[config.mk]
export PLATFORM = sky130hd
export DESIGN_NAME = serial_nibble_addsub_flat
export DESIGN_NICKNAME = d
export VERILOG_FILES = /design/src/rtl/serial_nibble_addsub_pkg.sv /design/src/rtl/serial_nibble_addsub_if.sv /design/src/rtl/serial_nibble_addsub_slice.sv /design/src/rtl/serial_nibble_addsub.sv /design/src/flat_wrapper.sv
export SDC_FILE = /design/constraint.sdc
export NUM_CORES = 1
export LEC_CHECK = 0
export ABC_AREA = 0
export ABC_CLOCK_PERIOD_IN_PS = 4400
export CORE_AREA = 2 2 90 110
export DETAILED_ROUTE_END_ITERATION = 10
export DIE_AREA = 0 0 92 112
export SYNTH_ARGS = -nofsm -noshare
export SYNTH_HDL_FRONTEND = slang
export SYNTH_SLANG_ARGS = --single-unit
[constraint.sdc]
create_clock -name clk -period 4.4 [get_ports clk]
set_input_delay 0.88 -clock clk [delete_from_list [all_inputs] [get_ports clk]]
set_output_delay 0.88 -clock clk [all_outputs]
set_load 0.02 [all_outputs]
[src/rtl/serial_nibble_addsub_pkg.sv]
// Shared constants for the nibble-serial add/subtract unit: FSM encodings,
// operation codes and the slice width.
package serial_nibble_addsub_pkg;

  localparam int NIBBLE_W = 4;

  localparam logic OP_ADD = 1'b0;
  localparam logic OP_SUB = 1'b1;

  typedef enum logic [1:0] {
    ST_IDLE = 2'd0,
    ST_RUN  = 2'd1,
    ST_DONE = 2'd2
  } state_e;

endpackage

[src/rtl/serial_nibble_addsub_if.sv]
// Start/done handshake and operand/result bus of the nibble-serial add/sub unit.
interface serial_nibble_addsub_if #(
  parameter int NIBBLES = 4
);

  logic                   start;
  logic [4*NIBBLES-1:0]   A;
  logic [4*NIBBLES-1:0]   B;
  logic                   op;
  logic                   busy;
  logic                   done;
  logic [4*NIBBLES-1:0]   Sum;
  logic                   overflow;
  logic                   carry_out;

  modport master (
    output start, A, B, op,
    input  busy, done, Sum, overflow, carry_out
  );

  modport slave (
    input  start, A, B, op,
    output busy, done, Sum, overflow, carry_out
  );

endinterface

[src/rtl/serial_nibble_addsub_slice.sv]
// Combinational 4-bit add/subtract slice: four ripple full adders with B
// conditionally inverted; exposes the carry into and out of the MSB.
module nibble_addsub_slice
  import serial_nibble_addsub_pkg::*;
(
  input  logic [NIBBLE_W-1:0] a,
  input  logic [NIBBLE_W-1:0] b,
  input  logic                sub,
  input  logic                cin,
  output logic [NIBBLE_W-1:0] s,
  output logic                c3,
  output logic                cout
);

  logic [NIBBLE_W-1:0] bx;
  logic [NIBBLE_W:0]   c;

  always_comb begin
    bx   = b ^ {NIBBLE_W{sub}};
    s    = '0;
    c    = '0;
    c[0] = cin;
    for (int i = 0; i < NIBBLE_W; i++) begin
      s[i]   = a[i] ^ bx[i] ^ c[i];
      c[i+1] = (a[i] & bx[i]) | (c[i] & (a[i] ^ bx[i]));
    end
    c3   = c[NIBBLE_W-1];
    cout = c[NIBBLE_W];
  end

endmodule

[src/rtl/serial_nibble_addsub.sv]
// Multi-cycle W-bit add/subtract: one nibble per clock, LSB first, carry held
// between cycles; results are published only when the last nibble completes.
module serial_nibble_addsub
  import serial_nibble_addsub_pkg::*;
#(
  parameter int NIBBLES = 4
) (
  input  logic                   clk,
  input  logic                   rst,
  serial_nibble_addsub_if.slave  bus
);

  localparam int W     = NIBBLE_W * NIBBLES;
  localparam int IDX_W = $clog2(NIBBLES);
  localparam logic [IDX_W-1:0] IDX_LAST = IDX_W'(NIBBLES - 1);

  state_e             state_q, state_d;
  logic [W-1:0]       a_q, a_d;
  logic [W-1:0]       b_q, b_d;
  logic [W-1:0]       work_q, work_d;
  logic [W-1:0]       sum_q, sum_d;
  logic               op_q, op_d;
  logic               carry_q, carry_d;
  logic               ovf_q, ovf_d;
  logic               cout_q, cout_d;
  logic [IDX_W-1:0]   idx_q, idx_d;

  logic [NIBBLE_W-1:0] a_nib, b_nib, s_nib;
  logic                slice_c3, slice_cout;

  always_comb begin
    a_nib = a_q[int'(idx_q)*NIBBLE_W +: NIBBLE_W];
    b_nib = b_q[int'(idx_q)*NIBBLE_W +: NIBBLE_W];
  end

  nibble_addsub_slice u_slice (
    .a    (a_nib),
    .b    (b_nib),
    .sub  (op_q),
    .cin  (carry_q),
    .s    (s_nib),
    .c3   (slice_c3),
    .cout (slice_cout)
  );

  always_comb begin
    state_d = state_q;
    a_d     = a_q;
    b_d     = b_q;
    work_d  = work_q;
    sum_d   = sum_q;
    op_d    = op_q;
    carry_d = carry_q;
    ovf_d   = ovf_q;
    cout_d  = cout_q;
    idx_d   = idx_q;

    unique case (state_q)
      // DONE accepts start exactly like IDLE so operations can run back to back
      ST_IDLE, ST_DONE: begin
        if (bus.start) begin
          a_d     = bus.A;
          b_d     = bus.B;
          op_d    = bus.op;
          carry_d = (bus.op == OP_SUB);
          idx_d   = '0;
          work_d  = '0;
          state_d = ST_RUN;
        end else begin
          state_d = ST_IDLE;
        end
      end
      ST_RUN: begin
        work_d[int'(idx_q)*NIBBLE_W +: NIBBLE_W] = s_nib;
        carry_d = slice_cout;
        idx_d   = idx_q + 1'b1;
        if (idx_q == IDX_LAST) begin
          sum_d   = work_d;
          cout_d  = slice_cout;
          ovf_d   = slice_c3 ^ slice_cout;
          state_d = ST_DONE;
        end
      end
      default: state_d = ST_IDLE;
    endcase
  end

  always_ff @(posedge clk) begin
    if (rst) begin
      state_q <= ST_IDLE;
      a_q     <= '0;
      b_q     <= '0;
      work_q  <= '0;
      sum_q   <= '0;
      op_q    <= 1'b0;
      carry_q <= 1'b0;
      ovf_q   <= 1'b0;
      cout_q  <= 1'b0;
      idx_q   <= '0;
    end else begin
      state_q <= state_d;
      a_q     <= a_d;
      b_q     <= b_d;
      work_q  <= work_d;
      sum_q   <= sum_d;
      op_q    <= op_d;
      carry_q <= carry_d;
      ovf_q   <= ovf_d;
      cout_q  <= cout_d;
      idx_q   <= idx_d;
    end
  end

  assign bus.busy      = (state_q == ST_RUN);
  assign bus.done      = (state_q == ST_DONE);
  assign bus.Sum       = sum_q;
  assign bus.overflow  = ovf_q;
  assign bus.carry_out = cout_q;

endmodule

[src/flat_wrapper.sv]
// flat-port wrapper written by rule: the top's interface ports become plain ports
module serial_nibble_addsub_flat import serial_nibble_addsub_pkg::*;
#(
  parameter int NIBBLES = 4
)
  (clk, rst, bus_start, bus_A, bus_B, bus_op, bus_busy, bus_done, bus_Sum, bus_overflow, bus_carry_out);
  serial_nibble_addsub_if #(.NIBBLES(NIBBLES)) bus_i ();
  input  logic clk;
  input  logic rst;
  input wire logic [$bits(bus_i.start)-1:0] bus_start;
  input wire logic [$bits(bus_i.A)-1:0] bus_A;
  input wire logic [$bits(bus_i.B)-1:0] bus_B;
  input wire logic [$bits(bus_i.op)-1:0] bus_op;
  output wire logic [$bits(bus_i.busy)-1:0] bus_busy;
  output wire logic [$bits(bus_i.done)-1:0] bus_done;
  output wire logic [$bits(bus_i.Sum)-1:0] bus_Sum;
  output wire logic [$bits(bus_i.overflow)-1:0] bus_overflow;
  output wire logic [$bits(bus_i.carry_out)-1:0] bus_carry_out;
  assign bus_i.start = bus_start;
  assign bus_i.A = bus_A;
  assign bus_i.B = bus_B;
  assign bus_i.op = bus_op;
  assign bus_busy = bus_i.busy;
  assign bus_done = bus_i.done;
  assign bus_Sum = bus_i.Sum;
  assign bus_overflow = bus_i.overflow;
  assign bus_carry_out = bus_i.carry_out;
  serial_nibble_addsub #(.NIBBLES(NIBBLES)) u_core (.clk(clk), .rst(rst), .bus(bus_i));
endmodule
==> results of run 1 <==
## power groups by stage
stage | clock network, mW | logic [mW] | registers (mW)
after global routing | 0.943 | 0.216 | 0.695
after detailed placement | 0 | 0.198 | 0.705
after CTS | 0.905 | 0.198 | 0.692
after floorplan | 0 | 0.136 | 0.699
final | 0.896 | 0.197 | 0.692
after global placement | 0 | 0.196 | 0.704
## how the worst min path moves through the flow
stage | to | slack, ns | cells after the start
2_1_floorplan | u_core.a_q[6] | 0.43 | 2
3_3_place_gp | u_core.a_q[3] | 0.44 | 2
3_5_place_dp | u_core.a_q[3] | 0.45 | 2
4_1_cts | u_core.a_q[3] | 0.45 | 2
5_1_grt | u_core.a_q[3] | 0.47 | 2
6_report | u_core.a_q[3] | 0.45 | 2
## cells in the mapped netlist, drive strengths merged
cell type,instances,share of area [%]
nor2,25,3.0
a31oi,1,0.20
dfxtp,72,46
a211oi,4,1.7
nand3b,3,0.71
inv,14,1.8
and4bb,1,0.40
a21oi,35,5.5
ha,6,2.4
a32o,4,1.3
and3b,1,0.28
nor3b,4,0.95
nor2b,2,0.40
buf,25,4.6
fa,4,2.5
clkbuf,4,0.47
nor4bb,2,0.63
a221oi,16,4.4
a22o,8,2.2
nor3,19,3.0
xor2,1,0.28
a32oi,4,1.1
mux4,8,5.7
nand3,3,0.47
nand2b,3,0.59
xnor2,4,1.1
and4b,1,0.32
o21a,1,0.24
nand2,68,8.1
## critical path, stage by stage, from the launching register on
cell      delay [ns]
dfxtp_1         0.39
buf_4           0.26
mux4_2          0.53
xnor2_1         0.16
fa_1            0.42
fa_1            0.43
fa_1            0.56
inv_1           0.11
a221oi_1        0.33
nor3_1          0.09
## cell families (layout without fill, tap and decap cells)
group,Yosys count,count (layout)
AOI/OAI and AO/OA,73,73
xor gates and xnor gates,5,5
adders and majority gates,10,10
buffers and inverters,43,92
DFF,72,72
muxes,8,8
and+or+nand+nor,132,132
## flip-flops by register name (all words and copies together), names as in the netlist
register              flops
u_core.b_q               16
u_core.bus.carry_out      1
u_core.op_q               1
u_core.bus.Sum           16
u_core.carry_q            1
u_core.a_q               16
u_core.state_q            2
u_core.idx_q              2
u_core.work_q            16
u_core.bus.overflow       1
## per-layer routing
layer / global-route usage [%] / vias up / share of wire (%)
met5: 0 / - / 0
met1: 19.06 / 1233 / 44
li1: - / 1289 / -
met4: 4.378 / 0 / 1.4
met2: 25.05 / 73 / 50
met3: 4.263 / 10 / 4.6
## layout by cell type, fill, tap and decap left out, types with 6 or more instances in the layout
cell / synthesis / layout
buf_4: 3 / 6
nand2_1: 68 / 68
a221oi_1: 16 / 16
nor2_1: 25 / 25
a22o_1: 8 / 8
dfxtp_1: 72 / 72
ha_1: 6 / 6
mux4_2: 8 / 8
clkbuf_16: 0 / 9
nor3_1: 19 / 19
a21oi_1: 35 / 35
inv_1: 13 / 13
clkdlybuf4s50_1: 0 / 54
## layout make-up
class / count / area share [%]
timing repair buffer: 62 / 14.44
tap: 123 / 3.732
inverter: 14 / 1.396
clock inverter: 5 / 3.095
clock buffer: 11 / 5.886
sequential: 72 / 34.95
multi-input combinational: 228 / 36.50
## stage by stage
step | setup WS, ns | area (µm²) | std cells | hold slack [ns]
CTS | 0.9514 | 4119 | 514 | 0.4544
finish | 0.9603 | 4124 | 515 | 0.4517
floorplan | 1.088 | 3162 | 343 | 0.4331
global placement | 1.124 | 3749 | 498 | 0.4419
detailed placement | 1.011 | 3749 | 498 | 0.4472
global route | 0.8102 | 4124 | 515 | 0.4740
==> results_dict.tcl, run 1 <==
set metrics [dict create \
    finalWirelength_um 7513 \
    p_seq_share_pct 38.8 \
    utilization_pct 44.48 \
    drive_above_1_share_pct 9.184 \
    min_path_type "flop to flop" \
    cp-start-kind "flop" \
    cts_resized 0 \
    dieArea_um2 10300 \
    track_usage_pct 15.06 \
    min_period_ns 3.440 \
    synth.area.mux_share_pct 5.698 \
    multi_input_area_um2 1505 \
    core-area_um2 9271 \
    syn_area_per_cell_um2 9.218 \
    cts_sinks 72 \
    intPower_mw 1.386 \
    antenna_found_initial 0 \
    synth_xor_area_share_pct 1.385 \
    start_util_pct 34.10 \
    drt_iter0_drc 123 \
    wl_per_cell_um 14.59 \
    peakVddDrop_mv 0.3280 \
    finalHoldViolations 0 \
    fmax_ghz 0.2907 \
    netlist_area_um2 3162 \
    dr.pass1.iters 4 \
    syn-num-nets 389 \
    powerDensity_nw_per_um2 432.8 \
    finalPower_mw 1.785 \
    comb_power_share_pct 11.0 \
    p_switching_uw 398.8 \
    crit_type "flop to flop" \
    die_x_um 92 \
    postSynthCellCount 343 \
    ant_nets 0 \
    rrSetupSlack_ns 0.96 \
    status "complete, no violations" \
    grt_pass1_vias 2465 \
    ys_types 33 \
    drv_cap 0 \
    grt_start_max_net_pins 47 \
    cp.required_ns 4.58 \
    rsz0062_at_grt "false" \
    worstReg2RegStart "u_core.idx_q[0]" \
    htreeDepth 3 \
    synth_top_family_by_area "simple AND/OR/NAND/NOR gates" \
    numCtsBuffers 9 \
    power.leakage_nw 1.494 \
    p_sw_share_pct 22.35 \
    diodes 0 \
    rows 39 \
    synthAdderAreaFrac_pct 4.907 \
    die_height_um 112 \
    cts_tree "yes" \
    area_growth_pct 30.43 \
    dpl.hpwl_um 5273 \
    power.share.clock_pct 50.2 \
    n_fill_cell 945 \
    overflow 0 \
    hold_buffers 0 \
    cp-startpoint "u_core.idx_q[0]" \
    synth_compound_area_share_pct 16.74 \
    cts_setup_buffers 0 \
    hold_start "u_core.a_q[3]" \
    r2r_end "u_core.bus.Sum[7]" \
    relSlewSlack_pct 38.84 \
    crit_fanout 16 \
    ys_seq_area_share_pct 45.59 \
    root_buffer "clkbuf_16" \
    drv_slew 0 \
    drc_errors 0 \
    routed-via-count 2605 \
    setup_viol 0 \
    ff2ff_path_depth 9 \
    nets 433 \
    fin_tns_setup_ns 0 \
    clock_path_buffers 2 \
    clk_pin_slew_ns 0.06 \
    tightest_slew_ns 0.9174 \
    worstSetupEndpointType "flop" \
    ff_latch_area_um2 1441 \
    gp_congestion 0.8188 \
    ios 56 \
    grt_pass1_wl_um 12250 \
    vias_per_cell 5.058 \
    fin_crit_sh_pct 78.17 \
    skew_ns 0.006713 \
    cp.arrival_ns 3.62 \
    ys_warn_count 0 \
    clk_latency_ns 0.33 \
    ys_ff_latch 72 \
    cp-endpoint "u_core.bus.Sum[7]" \
    port_buffers 55 \
    synth_simple_gate_area_share_pct 18.80 \
]
(Power assumes the default switching activity.)
==> run 2: changes to the inputs <==
--- a/config.mk
+++ b/config.mk
@@ -6,7 +6,7 @@
 export NUM_CORES = 1
 export LEC_CHECK = 0
 export ABC_AREA = 0
-export ABC_CLOCK_PERIOD_IN_PS = 4400
+export ABC_CLOCK_PERIOD_IN_PS = 3600
 export CORE_AREA = 2 2 90 110
 export DETAILED_ROUTE_END_ITERATION = 10
 export DIE_AREA = 0 0 92 112
==> constraint.sdc (replaced) <==
create_clock -name clk -period 3.6 [get_ports clk]
set_input_delay 0.72 -clock clk [delete_from_list [all_inputs] [get_ports clk]]
set_output_delay 0.72 -clock clk [all_outputs]
set_load 0.02 [all_outputs]
==> run 2 against run 1 <==
  * Power increased by 21%
  * Clock-buffer cell count stayed put
  * Clock power is 19% higher
  * Die area stayed put
  * Largest cell class unchanged
  * Critical endpoint unchanged
  * Cell count grew 0.39%
==> results_dict.tcl, run 2 (synthesis gave the netlist of run 1 again) <==
set metrics [dict create \
    grt_start_max_net_pins 33 \
    routed-via-count 2611 \
    core-area_um2 9271 \
    fmax_ghz 0.2967 \
    antenna_found_initial 0 \
    diodes 0 \
    drc_errors 0 \
    min_period_ns 3.371 \
    final_cell_mix "dfxtp_1 (72), nand2_1 (68), clkdlybuf4s50_1 (54)" \
    overflow 0 \
    vias_per_cell 5.050 \
    cp-start-kind "flop" \
    dp_cells 501 \
    dr.pass1.iters 4 \
    worstSetupEndpointType "flop" \
    clock_path_buffers 2 \
    clk_latency_ns 0.33 \
    numCtsBuffers 9 \
    nets 435 \
    port_buffers 55 \
    cp.arrival_ns 3.56 \
    clk_pin_slew_ns 0.05 \
    drv_slew 0 \
    crit_family "adder cells" \
    crit_top_cell "fa_1" \
    htreeDepth 3 \
    rows 39 \
    skew_ns 0.005654 \
    relSlewSlack_pct 40.31 \
    root_buffer "clkbuf_16" \
    finalWirelength_um 7364 \
    rsz0062_at_grt "false" \
    ios 56 \
    cts_resized 0 \
    final_common_cell "dfxtp_1" \
    min_path_type "flop to flop" \
    crit_fanout 16 \
    tightest_slew_ns 0.8954 \
    cp.required_ns 3.79 \
    drv_cap 0 \
    dpl.hpwl_um 5427 \
    area_growth_pct 30.71 \
    cts_sinks 72 \
    stdcell_count 517 \
    drive_above_1_share_pct 9.391 \
    slowest_stage "fa_1" \
    crit_buf_inv 2 \
    finalHoldViolations 0 \
    grt_pass1_wl_um 12610 \
    gp_congestion 0.8487 \
    fin_crit_sh_pct 93.63 \
    die_height_um 112 \
    fin_tns_setup_ns 0 \
    crit_chain "buf_4, mux4_2, xnor2_1, fa_1, fa_1, fa_1, inv_1, a221oi_1, nor3_1" \
    crit_type "flop to flop" \
    dieArea_um2 10300 \
    setup_viol 0 \
    cts_setup_buffers 0 \
    max_stage_delay_ns 0.56 \
    power.leakage_nw 1.503 \
    powerDensity_nw_per_um2 522.0 \
    n_fill_cell 913 \
    status "complete, no violations" \
    start_util_pct 34.10 \
    peakVddDrop_mv 0.2800 \
    grt_pass1_vias 2595 \
    wl_per_cell_um 14.24 \
    die_x_um 92 \
    hold_buffers 0 \
    cts_tree "yes" \
    ant_nets 0 \
    drt_iter0_drc 138 \
    track_usage_pct 15.19 \
]
run 2: per-layer routing:
| layer | up-vias | share of wire [%] | GRT usage, % |
|---|---|---|---|
| met4 | 0 | 0.69 | 3.483 |
| met1 | 1242 | 45 | 19.67 |
| met2 | 71 | 50 | 25.78 |
| met3 | 8 | 4.3 | 3.518 |
| met5 | - | 0 | 0 |
| li1 | 1290 | - | - |
run 2: worst register-to-register path, delay by kind of cell, from the launching register on:
family	cells	cell delay [ns]
fa+ha+maj	3	1.43
mux	1	0.54
flops	1	0.35
buf+inv	2	0.35
compound gates	1	0.32
xor+xnor	1	0.16
simple gates	1	0.09
run 2: report_power, final:
| part | switching [mW] | internal (mW) |
|---|---|---|
| Clock | 0.322 | 0.748 |
| Combinational | 0.139 | 0.104 |
| Sequential | 0.0181 | 0.826 |
run 2: path summary, 6_finish.rpt:
check	from	end	slack [ns]	cells past startpoint
min	u_core.a_q[11]	u_core.a_q[11]	0.45	2
max reg2reg	u_core.idx_q[0]	u_core.bus.Sum[7]	0.23	9
min reg2reg	u_core.a_q[11]	u_core.a_q[11]	0.45	2
max	u_core.idx_q[0]	u_core.bus.Sum[7]	0.23	9
run 2: metrics by stage:
step / hold slack, ns / area [µm²] / setup slack, ns / util [%] / total power, mW
finish: 0.4542 / 4133 / 0.2292 / 44.57 / 2.157
global route: 0.4765 / 4133 / 0.08736 / 44.57 / 2.242
CTS: 0.4563 / 4133 / 0.2287 / 44.57 / 2.168
detailed placement: 0.4484 / 3771 / 0.2399 / 40.67 / 1.105
global placement: 0.4413 / 3771 / 0.3529 / 40.67 / 1.103
floorplan: 0.4331 / 3162 / 0.2875 / - / 1.020
run 2: final cells by class:
cell class                 count  area (µm²)  area share (%)
clock buffer                  11       232.7           5.631
clock inverter                 5       128.9           3.118
inverter                      14       57.56           1.393
multi-input combinational    228        1505           36.42
sequential                    72        1441           34.88
tap                          123       153.9           3.724
timing repair buffer          64       613.1           14.84
